## src/rtl/code_emitter_pkg.sv

```systemverilog
// Shared constants for the colour-code emitter: FSM encoding, symbol codes
// and the default frame.
package code_emitter_pkg;

  typedef enum logic [2:0] {
    IDLE  = 3'd0,
    START = 3'd1,
    GAP   = 3'd2,
    SYM   = 3'd3,
    DONE  = 3'd4
  } state_t;

  localparam logic [1:0] SYM_INVALID = 2'b00;
  localparam logic [1:0] SYM_RED     = 2'b01;
  localparam logic [1:0] SYM_GREEN   = 2'b10;
  localparam logic [1:0] SYM_BLUE    = 2'b11;

  // Red, Blue, Green, Red with symbol 0 in the low bits
  localparam logic [7:0] DEFAULT_CODE = 8'b01_10_11_01;

endpackage

```

## src/rtl/code_emitter_if.sv

```systemverilog
// Request/line bundle between a frame requester and the code emitter.
interface code_emitter_if #(
  parameter int GAP_W   = 4,
  parameter int NUM_SYM = 4
) ();

  logic                   Go;
  logic                   Abort;
  logic [2*NUM_SYM-1:0]   Code;
  logic [GAP_W-1:0]       Gap;
  logic                   Start;
  logic                   Red;
  logic                   Green;
  logic                   Blue;
  logic                   Busy;
  logic                   Done;
  logic                   Err;

  modport master (
    output Go, Abort, Code, Gap,
    input  Start, Red, Green, Blue, Busy, Done, Err
  );

  modport slave (
    input  Go, Abort, Code, Gap,
    output Start, Red, Green, Blue, Busy, Done, Err
  );

endinterface

```

## src/rtl/code_sym_decode.sv

```systemverilog
// Maps one 2-bit colour symbol to its one-hot line and an invalid flag.
module code_sym_decode
  import code_emitter_pkg::*;
(
  input  logic [1:0] sym,
  output logic       red,
  output logic       green,
  output logic       blue,
  output logic       invalid
);

  assign red     = (sym == SYM_RED);
  assign green   = (sym == SYM_GREEN);
  assign blue    = (sym == SYM_BLUE);
  assign invalid = (sym == SYM_INVALID);

endmodule

```

## src/rtl/code_emitter.sv

```systemverilog
// Emits a Start pulse followed by NUM_SYM colour symbols, separated by
// programmable idle gaps. All outputs come straight from flops.
module code_emitter
  import code_emitter_pkg::*;
#(
  parameter int GAP_W   = 4,
  parameter int NUM_SYM = 4
) (
  input logic           Clk,
  input logic           Rst,
  code_emitter_if.slave bus
);

  localparam int IDX_W = (NUM_SYM > 1) ? $clog2(NUM_SYM) : 1;
  localparam logic [IDX_W-1:0] LAST_IDX = IDX_W'(NUM_SYM - 1);

  state_t                   state, next_state;
  logic [IDX_W-1:0]         idx, idx_next;
  logic [GAP_W-1:0]         gap_cnt, gap_cnt_next;
  logic [GAP_W-1:0]         gap_lat;
  logic [NUM_SYM-1:0][2:0]  sym_lat;
  logic [NUM_SYM-1:0][2:0]  sym_dec;
  logic [NUM_SYM-1:0]       sym_bad;
  logic                     go_invalid;
  logic                     accept;

  logic start_n, red_n, green_n, blue_n, busy_n, done_n, err_n;
  logic start_q, red_q, green_q, blue_q, busy_q, done_q, err_q;

  // The incoming symbol list is decoded once; the one-hot result is what
  // gets latched, and the invalid flags form the Go validity check.
  for (genvar i = 0; i < NUM_SYM; i++) begin : g_dec
    code_sym_decode u_dec (
      .sym     (bus.Code[2*i+1:2*i]),
      .red     (sym_dec[i][2]),
      .green   (sym_dec[i][1]),
      .blue    (sym_dec[i][0]),
      .invalid (sym_bad[i])
    );
  end

  assign go_invalid = |sym_bad;
  assign accept     = (state == IDLE) && bus.Go && !go_invalid;

  // State register with the symbol index and gap down-counter
  always_ff @(posedge Clk or posedge Rst) begin
    if (Rst) begin
      state   <= IDLE;
      idx     <= '0;
      gap_cnt <= '0;
    end else begin
      state   <= next_state;
      idx     <= idx_next;
      gap_cnt <= gap_cnt_next;
    end
  end

  // Next-state logic; Abort overrides everything while a frame is active
  always_comb begin
    next_state   = state;
    idx_next     = idx;
    gap_cnt_next = gap_cnt;
    case (state)
      IDLE: begin
        if (accept) begin
          next_state = START;
          idx_next   = '0;
        end
      end
      START: begin
        if (bus.Abort) begin
          next_state = IDLE;
        end else if (gap_lat != '0) begin
          next_state   = GAP;
          gap_cnt_next = gap_lat;
        end else begin
          next_state = SYM;
        end
      end
      GAP: begin
        if (bus.Abort) begin
          next_state = IDLE;
        end else if (gap_cnt == GAP_W'(1)) begin
          next_state = SYM;
        end else begin
          gap_cnt_next = gap_cnt - GAP_W'(1);
        end
      end
      SYM: begin
        if (bus.Abort) begin
          next_state = IDLE;
        end else begin
          idx_next = idx + IDX_W'(1);
          if (idx == LAST_IDX) begin
            next_state = DONE;
          end else if (gap_lat != '0) begin
            next_state   = GAP;
            gap_cnt_next = gap_lat;
          end else begin
            next_state = SYM;
          end
        end
      end
      DONE:    next_state = IDLE;
      default: next_state = IDLE;
    endcase
  end

  // Output values for the coming cycle, derived from the state being entered
  always_comb begin
    start_n = (next_state == START);
    red_n   = 1'b0;
    green_n = 1'b0;
    blue_n  = 1'b0;
    if (next_state == SYM) begin
      {red_n, green_n, blue_n} = sym_lat[idx_next];
    end
    busy_n = (next_state == START) || (next_state == GAP) || (next_state == SYM);
    done_n = (next_state == DONE);
    err_n  = (state == IDLE) && bus.Go && go_invalid;
  end

  // Frame parameters latched on acceptance, plus the output flops
  always_ff @(posedge Clk or posedge Rst) begin
    if (Rst) begin
      sym_lat <= '0;
      gap_lat <= '0;
      start_q <= 1'b0;
      red_q   <= 1'b0;
      green_q <= 1'b0;
      blue_q  <= 1'b0;
      busy_q  <= 1'b0;
      done_q  <= 1'b0;
      err_q   <= 1'b0;
    end else begin
      if (accept) begin
        sym_lat <= sym_dec;
        gap_lat <= bus.Gap;
      end
      start_q <= start_n;
      red_q   <= red_n;
      green_q <= green_n;
      blue_q  <= blue_n;
      busy_q  <= busy_n;
      done_q  <= done_n;
      err_q   <= err_n;
    end
  end

  assign bus.Start = start_q;
  assign bus.Red   = red_q;
  assign bus.Green = green_q;
  assign bus.Blue  = blue_q;
  assign bus.Busy  = busy_q;
  assign bus.Done  = done_q;
  assign bus.Err   = err_q;

endmodule

```

## src/flat_wrapper.sv

```systemverilog
// flat-port wrapper written by rule: the top's interface ports become plain ports
module code_emitter_flat import code_emitter_pkg::*;
#(
  parameter int GAP_W   = 4,
  parameter int NUM_SYM = 4
)
  (Clk, Rst, bus_Go, bus_Abort, bus_Code, bus_Gap, bus_Start, bus_Red, bus_Green, bus_Blue, bus_Busy, bus_Done, bus_Err);
  code_emitter_if #(.GAP_W(GAP_W), .NUM_SYM(NUM_SYM)) bus_i ();
  input logic Clk;
  input logic Rst;
  input wire logic [$bits(bus_i.Go)-1:0] bus_Go;
  input wire logic [$bits(bus_i.Abort)-1:0] bus_Abort;
  input wire logic [$bits(bus_i.Code)-1:0] bus_Code;
  input wire logic [$bits(bus_i.Gap)-1:0] bus_Gap;
  output wire logic [$bits(bus_i.Start)-1:0] bus_Start;
  output wire logic [$bits(bus_i.Red)-1:0] bus_Red;
  output wire logic [$bits(bus_i.Green)-1:0] bus_Green;
  output wire logic [$bits(bus_i.Blue)-1:0] bus_Blue;
  output wire logic [$bits(bus_i.Busy)-1:0] bus_Busy;
  output wire logic [$bits(bus_i.Done)-1:0] bus_Done;
  output wire logic [$bits(bus_i.Err)-1:0] bus_Err;
  assign bus_i.Go = bus_Go;
  assign bus_i.Abort = bus_Abort;
  assign bus_i.Code = bus_Code;
  assign bus_i.Gap = bus_Gap;
  assign bus_Start = bus_i.Start;
  assign bus_Red = bus_i.Red;
  assign bus_Green = bus_i.Green;
  assign bus_Blue = bus_i.Blue;
  assign bus_Busy = bus_i.Busy;
  assign bus_Done = bus_i.Done;
  assign bus_Err = bus_i.Err;
  code_emitter #(.GAP_W(GAP_W), .NUM_SYM(NUM_SYM)) u_core (.Clk(Clk), .Rst(Rst), .bus(bus_i));
endmodule
```

## config.mk

```make
export PLATFORM = sky130hd
export DESIGN_NAME = code_emitter_flat
export DESIGN_NICKNAME = d
export VERILOG_FILES = /design/src/rtl/code_emitter_pkg.sv /design/src/rtl/code_emitter_if.sv /design/src/rtl/code_sym_decode.sv /design/src/rtl/code_emitter.sv /design/src/flat_wrapper.sv
export SDC_FILE = /design/constraint.sdc
export NUM_CORES = 1
export LEC_CHECK = 0
export CAP_MARGIN = 20
export CORE_MARGIN = 1.5
export CORE_UTILIZATION = 50
export CTS_CLUSTER_DIAMETER = 100
export DETAILED_ROUTE_END_ITERATION = 7
export GPL_TIMING_DRIVEN = 0
export PLACE_DENSITY = 0.78
export SLEW_MARGIN = 30
export SYNTH_ARGS = -nofsm -noshare
export SYNTH_HDL_FRONTEND = slang
export SYNTH_HIERARCHICAL = 1
export SYNTH_SLANG_ARGS = --single-unit
```

## constraint.sdc

```tcl
create_clock -name Clk -period 2.25 [get_ports Clk]
set_input_delay 0.5625 -clock Clk [delete_from_list [all_inputs] [get_ports Clk]]
set_output_delay 0.5625 -clock Clk [all_outputs]
set_load 0.1 [all_outputs]
```

==> results of run 1 <==
==> repair_timing <==
item                       in CTS  in global routing
gates resized for setup         7                  0
setup endpoints to repair       7                  2
hold buffers                    0                  0
pin swaps                       0                  1
setup buffers                   0                  1
==> placed cells by master (no fill, tap or decap), types with 2 or more instances in the layout <==
cell type,n
nor2_1,9
mux2i_1,4
nor2b_1,5
nand3_1,3
a31o_1,2
buf_2,2
clkdlybuf4s50_1,15
and2_1,4
clkbuf_4,5
o22ai_1,2
nand2_1,60
inv_1,2
dlygate4sd2_1,7
and2_2,4
ha_1,3
dfrtp_1,32
o21ai_0,5
mux2_2,2
inv_2,2
a211oi_1,2
clkbuf_1,3
and2b_2,4
nor3b_1,2
==> per-layer routing <==
metal  global-route usage  vias up  share of wire
met2                0.337       28           0.51
li1                     -      630              -
met1                0.245      612           0.44
met3               0.0476        7          0.041
met5                    0        -              0
met4               0.0762        0          0.014
==> power groups by stage <==
stage	sequential, mW	clock, mW	combinational [mW]
floorplan	0.843	0	0.291
global placement	0.803	0	0.435
detailed placement	0.812	0	0.460
CTS	0.801	0.347	0.457
global route	0.821	0.382	0.512
finish	0.803	0.339	0.457
==> area by class of cell <==
type	instances	area (µm²)
plain buffers	4	25.0
clock buffers	8	58.8
fillers	284	1100
inverters	4	15.0
multi-input cells	131	802
flip-flops and latches	32	801
well taps	44	55.1
repair buffers	23	219
==> cell families after synthesis <==
family / share of synthesized area
compound gates: 0.0769
buf+inv: 0.0244
simple gates: 0.341
fa+ha+maj: 0.0229
mux: 0.0472
flops: 0.487
==> state kept, by name, summed over array words and instances (netlist names), 2 cells and up <==
| register | flops |
|---|---|
| u_core/state | 3 |
| u_core/idx | 2 |
| u_core/gap_lat | 4 |
| u_core/gap_cnt | 4 |
| u_core/sym_lat | 12 |
==> worst min-delay path by stage <==
stage	startpoint	endpoint	slack [ps]	cells past startpoint
finish	u_core/sym_lat[9]	u_core/sym_lat[9]	480	2
global route	u_core/sym_lat[0]	u_core/sym_lat[0]	520	2
detailed placement	u_core/sym_lat[9]	u_core/sym_lat[9]	460	2
floorplan	u_core/sym_lat[1]	u_core/sym_lat[1]	440	2
global placement	u_core/sym_lat[7]	u_core/sym_lat[7]	460	2
CTS	u_core/sym_lat[9]	u_core/sym_lat[9]	480	2
==> worst min-delay path: stages, from the launching register on <==
cell and delay, ps:
dfrtp_1 350, nand2_1 50, nand2_1 50
==> metrics by stage <==
stage               std cells  hold slack [ps]  power [mW]
finish                    246              480        1.60
global route              246              519        1.72
CTS                       245              484        1.60
detailed placement        237              462        1.27
global placement          237              461        1.24
floorplan                 171              445        1.13
==> flow_metrics.tcl, run 1 <==
set metrics [dict create \
    crit_path_end "u_core/bus.Red" \
    crit_family "buffers and inverters" \
    fin_util 0.642 \
    final_nets 220 \
    min_period_ps 2130 \
    crit_fanout 10 \
    intPower_mw 1.05 \
    viasPerCell 5.19 \
    grt_setup_unrepaired "no" \
    rr_endpoint "u_core/bus.Red" \
    fin_skew_ps 12.4 \
    syn_inst 171 \
    die-area_mm2 0.00364 \
    irDropWorstVdd_mv 0.428 \
    ff2ff_path_depth 7 \
    cp_num_buf_inv 4 \
    yosys.area.top_type_share 0.487 \
    dpl_worst_slack_ps -289 \
    syn_area_per_cell_um2 9.61 \
    power_frac_comb 0.286 \
    worstMarginPinSlew_ps 969 \
    yosys.area.top_type "dfrtp_1" \
    overflow 0 \
    synth.cell_area_mm2 0.00164 \
    drv_cap 0 \
    synthTopCellsByCount "nand2_1, dfrtp_1, nor2_1, nor2b_1, o21ai_0" \
    port_buffers 22 \
    antenna_found_initial 0 \
    place.detailed.hpwl_mm 2.36 \
    synth.most_common_cell "nand2_1" \
    drt_iter0_drc 41 \
    dr.pass1.iters 4 \
    worstSetupStartpoint "bus_Code[5]" \
    powerDensity_mw_per_mm2 810 \
    grt_pass1_vias 1217 \
    period_share 0.946 \
    cp-end-kind "register" \
    p_leak_nw 0.972 \
    tns_ps 0 \
    cts_buffers 5 \
    gp_congestion 0.798 \
    placed_cell_area_mm2 0.00192 \
    final_cell_area_mm2 0.00198 \
    syn_nets 190 \
    synthDistinctLibCells 41 \
    yosys-top-cells-area "dfrtp_1, nand2_1, mux2i_1" \
    htreeDepth 2 \
    cts_buffer_depth 2 \
    area_growth_pct 20.3 \
    wirelength_mm 3.12 \
    finalMaxSlewViolations 0 \
    drive_gt1_frac 0.158 \
    yosys_register_bits 32 \
    power_switching_share 0.345 \
    synth_edf_count 0 \
    grt_usage 0.199 \
    rrSetupSlack_ps 420 \
    seq_area_frac_synth 0.487 \
    max_freq_ghz 0.470 \
    grt_pass1_wl_mm 5.25 \
    power_frac_seq 0.502 \
    ctsRootBufferMaster "clkbuf_4" \
    path_class "primary input to register" \
    reg2reg_from "u_core/state[2]" \
    die_h_um 60.3 \
    grt_max_degree 33 \
    core.rowCount 20 \
    hp-class "register to register" \
    p_switching_mw 0.551 \
    worstPathArrival_ps 2380 \
    n_antenna_cell 0 \
    slowest_stage "clkdlybuf4s50_1" \
    ios 23 \
    coreArea_mm2 0.00308 \
    slew_headroom 0.357 \
    required_ps 2510 \
    finalHoldViolations 0 \
    worstPathCellList "clkdlybuf4s50_1, nor2_1, nor4_4, buf_4, nand2_4, inv_2, buf_6, o21ai_0, a31o_1, o22ai_2" \
    clk_pin_slew_worst_paths_ps 100 \
    clock_power_share 0.212 \
    start_kind "primary input" \
    vias 1277 \
    cts_tree "yes" \
    yosys_warnings 6 \
    synth_ff_type "dfrtp_1" \
    initial_utilization 0.534 \
    wire_per_inst_um 12.7 \
    setup_viol 0 \
    synthArstFlopShare 1.00 \
    ant_nets 0 \
    outcome "complete, no violations" \
    die_width_um 60.3 \
    fin_ws_ps 121 \
    numClockSinks 32 \
    clk_latency_ps 330 \
    drc 0 \
    cp_num_cells 10 \
    crit_path_max_incr_delay_ps 510 \
]
No activity file was read; power rests on OpenSTA's default activity.
==> inputs of run 2 (changes only) <==
- PLACE_DENSITY: 0.78 -> 0.79
- SYNTH_HIERARCHICAL: 1 -> not set
==> run 2 against run 1 <==
  * Die area down 9.8%
  * Flip-flop and latch count unchanged
  * Via count down 6.7%
  * Global-route usage up 1.4 points
  * First-iteration DRC count down 34%
  * Clock-buffer cell count down 2
  * Area after synthesis down 10%
  * Clock skew up 1.9 ps
  * Core utilization up 2.9 points
  * Combinational power down 5.7%
==> flow_metrics.tcl, run 2 <==
set metrics [dict create \
    largest_register_ffs 12 \
    regArea_um2 803 \
    synthArstFlopShare 1.00 \
    worstPathArrival_ps 2440 \
    final_common_cell "nand2_1" \
    p_leak_nw 0.852 \
    syn_nets 170 \
    cts_hold_buffers 0 \
    syn_inst 151 \
    htreeDepth 2 \
    n_fill_cell 228 \
    yosys.area.top_type_share 0.543 \
    initial_utilization 0.530 \
    highest-signal-layer "met4" \
    seq_area_frac_synth 0.543 \
    yosys.area.top_type "dfrtp_1" \
    required_ps 2490 \
    m1WireLength_mm 1.29 \
    syn_area_per_cell_um2 9.76 \
    dpl_worst_slack_ps -492 \
    dr.pass1.iters 4 \
    period_share 0.978 \
    synthTopCellsByCount "dfrtp_1, nand2_1, o21ai_0, nand2b_1, mux2i_1" \
    crit_fanout 8 \
    wirelength_mm 3.03 \
    cts_buffers 5 \
    place.detailed.hpwl_mm 2.15 \
    cp-end-kind "register" \
    holdWs_ps 495 \
    grt_setup_unrepaired "yes" \
    grt_pass1_wl_mm 5.15 \
    numClockSinks 32 \
    hp-class "register to register" \
    synth_edf_count 0 \
    core.rowCount 19 \
    synth_ff_type "dfrtp_1" \
    antenna_found_initial 0 \
    grt_pass1_vias 1147 \
    wire_per_inst_um 13.9 \
    die_width_um 57.3 \
    ctsRootBufferMaster "clkbuf_4" \
    yosys-top-cells-area "dfrtp_1, nand2_1, o21ai_0" \
    dp_cells 203 \
    ios 23 \
    stdcell_count 217 \
    clk_latency_ps 350 \
    final_cell_mix "nand2_1, dfrtp_1, o21ai_0" \
    worstMarginPinSlew_ps 952 \
    irDropWorstVdd_mv 0.672 \
    overflow 0 \
    final_nets 204 \
    coreArea_mm2 0.00278 \
    cts_tree "yes" \
    met3WireLength_um 171 \
    drv_cap 0 \
    placed_cell_area_mm2 0.00172 \
    cts_buffer_depth 2 \
    viasPerCell 5.49 \
    min_period_ps 2200 \
    finalHoldViolations 0 \
    outcome "complete, no violations" \
    ant_nets 0 \
    synthDistinctLibCells 28 \
    fin_ws_ps 50.1 \
    setup_viol 0 \
    final_cell_area_mm2 0.00187 \
    regMostFlops "u_core.sym_lat" \
    n_antenna_cell 0 \
    max_freq_ghz 0.455 \
    grt_usage 0.213 \
    grt_max_degree 33 \
    yosys_register_bits 32 \
    dr_wl_met2_mm 1.50 \
    powerDensity_mw_per_mm2 887 \
    die-area_mm2 0.00328 \
    area_growth_pct 26.7 \
    drt_iter0_drc 27 \
    die_h_um 57.3 \
    yosys_warnings 0 \
    vias 1191 \
    synth.cell_area_mm2 0.00147 \
    drive_gt1_frac 0.129 \
    largestRegisters "u_core.sym_lat: 12 flops, u_core.gap_cnt: 4 flops, u_core.gap_lat: 4 flops" \
    power.total_mw 1.66 \
    multi_input_comb_area_um2 647 \
    drc 0 \
    gp_congestion 0.795 \
    finalMaxSlewViolations 0 \
    slew_headroom 0.368 \
    port_buffers 21 \
    clk_pin_slew_worst_paths_ps 110 \
    path_class "register to register" \
    start_kind "register" \
    fin_skew_ps 14.3 \
]
run 2: changes by cell type in the layout (fill, tap and decap cells not counted), moves of 3 or more:
cell / before / now
and2b_2: 4 / 0
nor2b_1: 5 / 2
a21oi_1: 1 / 6
o21ai_0: 5 / 15
buf_4: 1 / 5
nand2b_1: 1 / 10
o22ai_1: 2 / 5
nand2_1: 60 / 32
mux2i_1: 4 / 7
and2_2: 4 / 0
nor2_1: 9 / 6
and2_1: 4 / 0
nand3b_1: 0 / 3
run 2: layer usage:
metal / up-vias / track usage
li1: 591 / -
met1: 565 / 0.257
met2: 27 / 0.328
met3: 8 / 0.0862
met4: 0 / 0.110
met5: - / 0
run 2: path summary, 6_finish.rpt:
| path | from | endpoint | slack [ps] | depth (start not counted) |
|---|---|---|---|---|
| max | u_core.state[0] | u_core.bus.Red | 50 | 7 |
| min | u_core.sym_lat[10] | u_core.sym_lat[10] | 500 | 2 |
| max reg2reg | u_core.state[0] | u_core.bus.Red | 50 | 7 |
| min reg2reg | u_core.sym_lat[10] | u_core.sym_lat[10] | 500 | 2 |
| max in group asynchronous | Rst | u_core.state[2] | 1170 | 2 |
| min in group asynchronous | Rst | u_core.gap_cnt[3] | 610 | 2 |
run 2: per-stage QoR:
| stage | TNS [ps] | utilization |
|---|---|---|
| floorplan | 0 | - |
| global placement | -8730 | 0.619 |
| detailed placement | -8880 | 0.619 |
| CTS | 0 | 0.651 |
| global route | -17.9 | 0.671 |
| finish | 0 | 0.671 |
run 2: cell families after synthesis:
family	Yosys count	share of synthesized area
AOI/OAI and AO/OA	32	0.127
DFF	32	0.543
adders and majority gates	3	0.0255
and+or+nand+nor	67	0.231
buffers and inverters	10	0.0255
muxes	7	0.0475
run 2: layout make-up:
class | instances | share of cell area
sequential | 32 | 0.430
multi-input combinational | 109 | 0.347
tap | 31 | 0.0208
timing repair buffer | 27 | 0.140
clock inverter | 2 | 0.0188
clock buffer | 6 | 0.0221
buffer | 5 | 0.0114
inverter | 5 | 0.0101
run 2: worst max-delay path: stages, from the launching register on:
cell,delay (ps)
dfrtp_2,450
or4b_4,500
or3_4,410
clkinv_1,180
o22ai_4,110
buf_12,150
mux2i_1,180
o22ai_1,110
run 2: power by group:
| part | internal [mW] | total, mW | switching, mW |
|---|---|---|---|
| Clock | 0.233 | 0.433 | 0.200 |
| Combinational | 0.173 | 0.431 | 0.258 |
| Sequential | 0.704 | 0.793 | 0.0894 |
run 2: repair_timing:
action,4_1_cts,5_1_grt
resized for setup,10,6
hold endpoints to repair,0,0
pin swaps,4,6
setup endpoints to repair,26,19
setup buffers,1,5
==> inputs of run 3 (changes only) <==
- ABC_AREA: not set -> 1
- HOLD_SLACK_MARGIN: not set -> 0.12
- PLACE_DENSITY: 0.79 -> 0.78
==> run 3 against run 2 <==
  * Critical endpoint is now bus_Busy
  * Setup slack improved by 130 ps
  * Fmax up 6.3%
  * Global-route usage down 0.85 points
  * Clock skew is 11 ps lower
==> flow_metrics.tcl, run 3 <==
set metrics [dict create \
    hp-class "register to register" \
    p_leak_nw 0.971 \
    crit_path_max_incr_delay_ps 850 \
    cp-end-kind "primary output" \
    synth_ff_type "dfrtp_1" \
    final_cell_mix "nand2_1, dfrtp_1, nand3_1" \
    final_nets 239 \
    start_kind "register" \
    fin_ws_ps 180 \
    die-area_mm2 0.00362 \
    overflow 0 \
    synth_edf_count 0 \
    grt_max_degree 33 \
    grt_pass1_wl_mm 5.27 \
    core.rowCount 20 \
    path_class "register to primary output" \
    fin_skew_ps 3.66 \
    finalHoldViolations 0 \
    min_period_ps 2070 \
    antenna_found_initial 0 \
    wire_per_inst_um 11.5 \
    numClockSinks 32 \
    vias 1278 \
    ctsRootBufferMaster "clkbuf_4" \
    place.detailed.hpwl_mm 2.25 \
    yosys.area.top_type "dfrtp_1" \
    yosys_warnings 0 \
    yosys_register_bits 32 \
    irDropWorstVdd_mv 0.448 \
    synth.most_common_cell "nand2_1" \
    regMostFlops "u_core.sym_lat" \
    regArea_um2 801 \
    drv_cap 0 \
    tns_ps 0 \
    crit_family "buffers and inverters" \
    ant_nets 0 \
    final_common_cell "nand2_1" \
    synthDistinctLibCells 28 \
    syn_area_per_cell_um2 8.54 \
    crit_fanout 1 \
    multi_input_comb_area_um2 676 \
    yosys-top-cells-area "dfrtp_1, nand3_1, nand2_1" \
    final_cell_area_mm2 0.00194 \
    powerDensity_mw_per_mm2 890 \
    required_ps 1690 \
    dpl_worst_slack_ps 108 \
    largestRegisters "u_core.sym_lat: 12 flops, u_core.gap_cnt: 4 flops, u_core.gap_lat: 4 flops" \
    finalMaxSlewViolations 0 \
    port_buffers 22 \
    die_width_um 60.1 \
    grt_setup_unrepaired "no" \
    synthArstFlopShare 1.00 \
    worstPathArrival_ps 1510 \
    drc 0 \
    area_growth_pct 18.6 \
    dr.pass1.iters 4 \
    cts_buffer_depth 2 \
    outcome "complete, no violations" \
    n_antenna_cell 0 \
    worstMarginPinSlew_ps 954 \
    syn_inst 191 \
    gp_congestion 0.835 \
    ios 23 \
    syn_nets 210 \
    grt_pass1_vias 1214 \
    holdWs_ps 525 \
    initial_utilization 0.530 \
    cp_num_buf_inv 1 \
    slew_headroom 0.367 \
    viasPerCell 4.88 \
    clk_pin_slew_worst_paths_ps 90 \
    slowest_stage "dlygate4sd2_1" \
    clk_latency_ps 330 \
    synth.cell_area_mm2 0.00163 \
    yosys.area.top_type_share 0.491 \
    largest_register_ffs 12 \
    max_freq_ghz 0.483 \
    cts_tree "yes" \
    drt_iter0_drc 45 \
    coreArea_mm2 0.00308 \
    htreeDepth 2 \
    worstPathCellList "dlygate4sd2_1" \
    drive_gt1_frac 0.170 \
    die_h_um 60.1 \
    cts_buffers 5 \
    period_share 0.920 \
    n_fill_cell 281 \
    synthTopCellsByCount "nand2_1, dfrtp_1, nand3_1, inv_1, inv_2" \
    wirelength_mm 3.02 \
    setup_viol 0 \
    placed_cell_area_mm2 0.00191 \
    seq_area_frac_synth 0.491 \
    grt_usage 0.204 \
]
## run 3: cells by family after synthesis
logic type | after synthesis | share of synthesized area
fa+ha+maj | 3 | 0.0230
compound gates | 29 | 0.100
simple gates | 89 | 0.285
buf+inv | 37 | 0.0951
flops | 32 | 0.491
xor+xnor | 1 | 0.00537
## run 3: worst paths after layout
check | startpoint | to | slack, ps | cells after the start
setup / recovery | u_core.bus.Busy | bus_Busy | 180 | 1
hold / removal | u_core.gap_lat[3] | u_core.gap_lat[3] | 530 | 2
setup reg to reg | u_core.idx[0] | u_core.bus.Blue | 600 | 7
hold reg to reg | u_core.gap_lat[3] | u_core.gap_lat[3] | 530 | 2
max in group asynchronous | Rst | u_core.bus.Done | 1210 | 2
min in group asynchronous | Rst | u_core.gap_lat[0] | 630 | 2
## run 3: routing by layer
metal,global-route usage,up-vias,share of wire
li1,-,668,-
met1,0.262,576,0.48
met2,0.306,27,0.45
met3,0.0758,7,0.049
met4,0.0921,0,0.020
met5,0,-,0
## run 3: power by group
part           internal, mW  switching (mW)  total, mW
registers             0.727          0.0876      0.815
clock network         0.104           0.176      0.280
logic                 0.224           0.404      0.628
total                  1.06           0.668       1.72
## run 3: layout make-up
class / instances / area share
flip-flops and latches: 32 / 0.414
repair buffers: 22 / 0.109
inverters: 34 / 0.0659
clock buffers: 5 / 0.0194
well taps: 44 / 0.0284
plain buffers: 3 / 0.0142
multi-input cells: 122 / 0.349
## run 3: timing repair
action | 4_1_cts | 5_1_grt
setup endpoints to repair | 7 | 0
hold buffers | 0 | 0
buffers inserted | 0 | 0
resized for setup | 7 | 0
endpoints found under the hold margin | 0 | 0
## run 3: through the flow
step	std cells	power (mW)	utilization
after floorplan	191	1.30	-
after detailed placement	257	1.46	0.620
after CTS	262	1.74	0.629
after global routing	262	1.87	0.629
after global placement	257	1.44	0.620
final	262	1.72	0.629
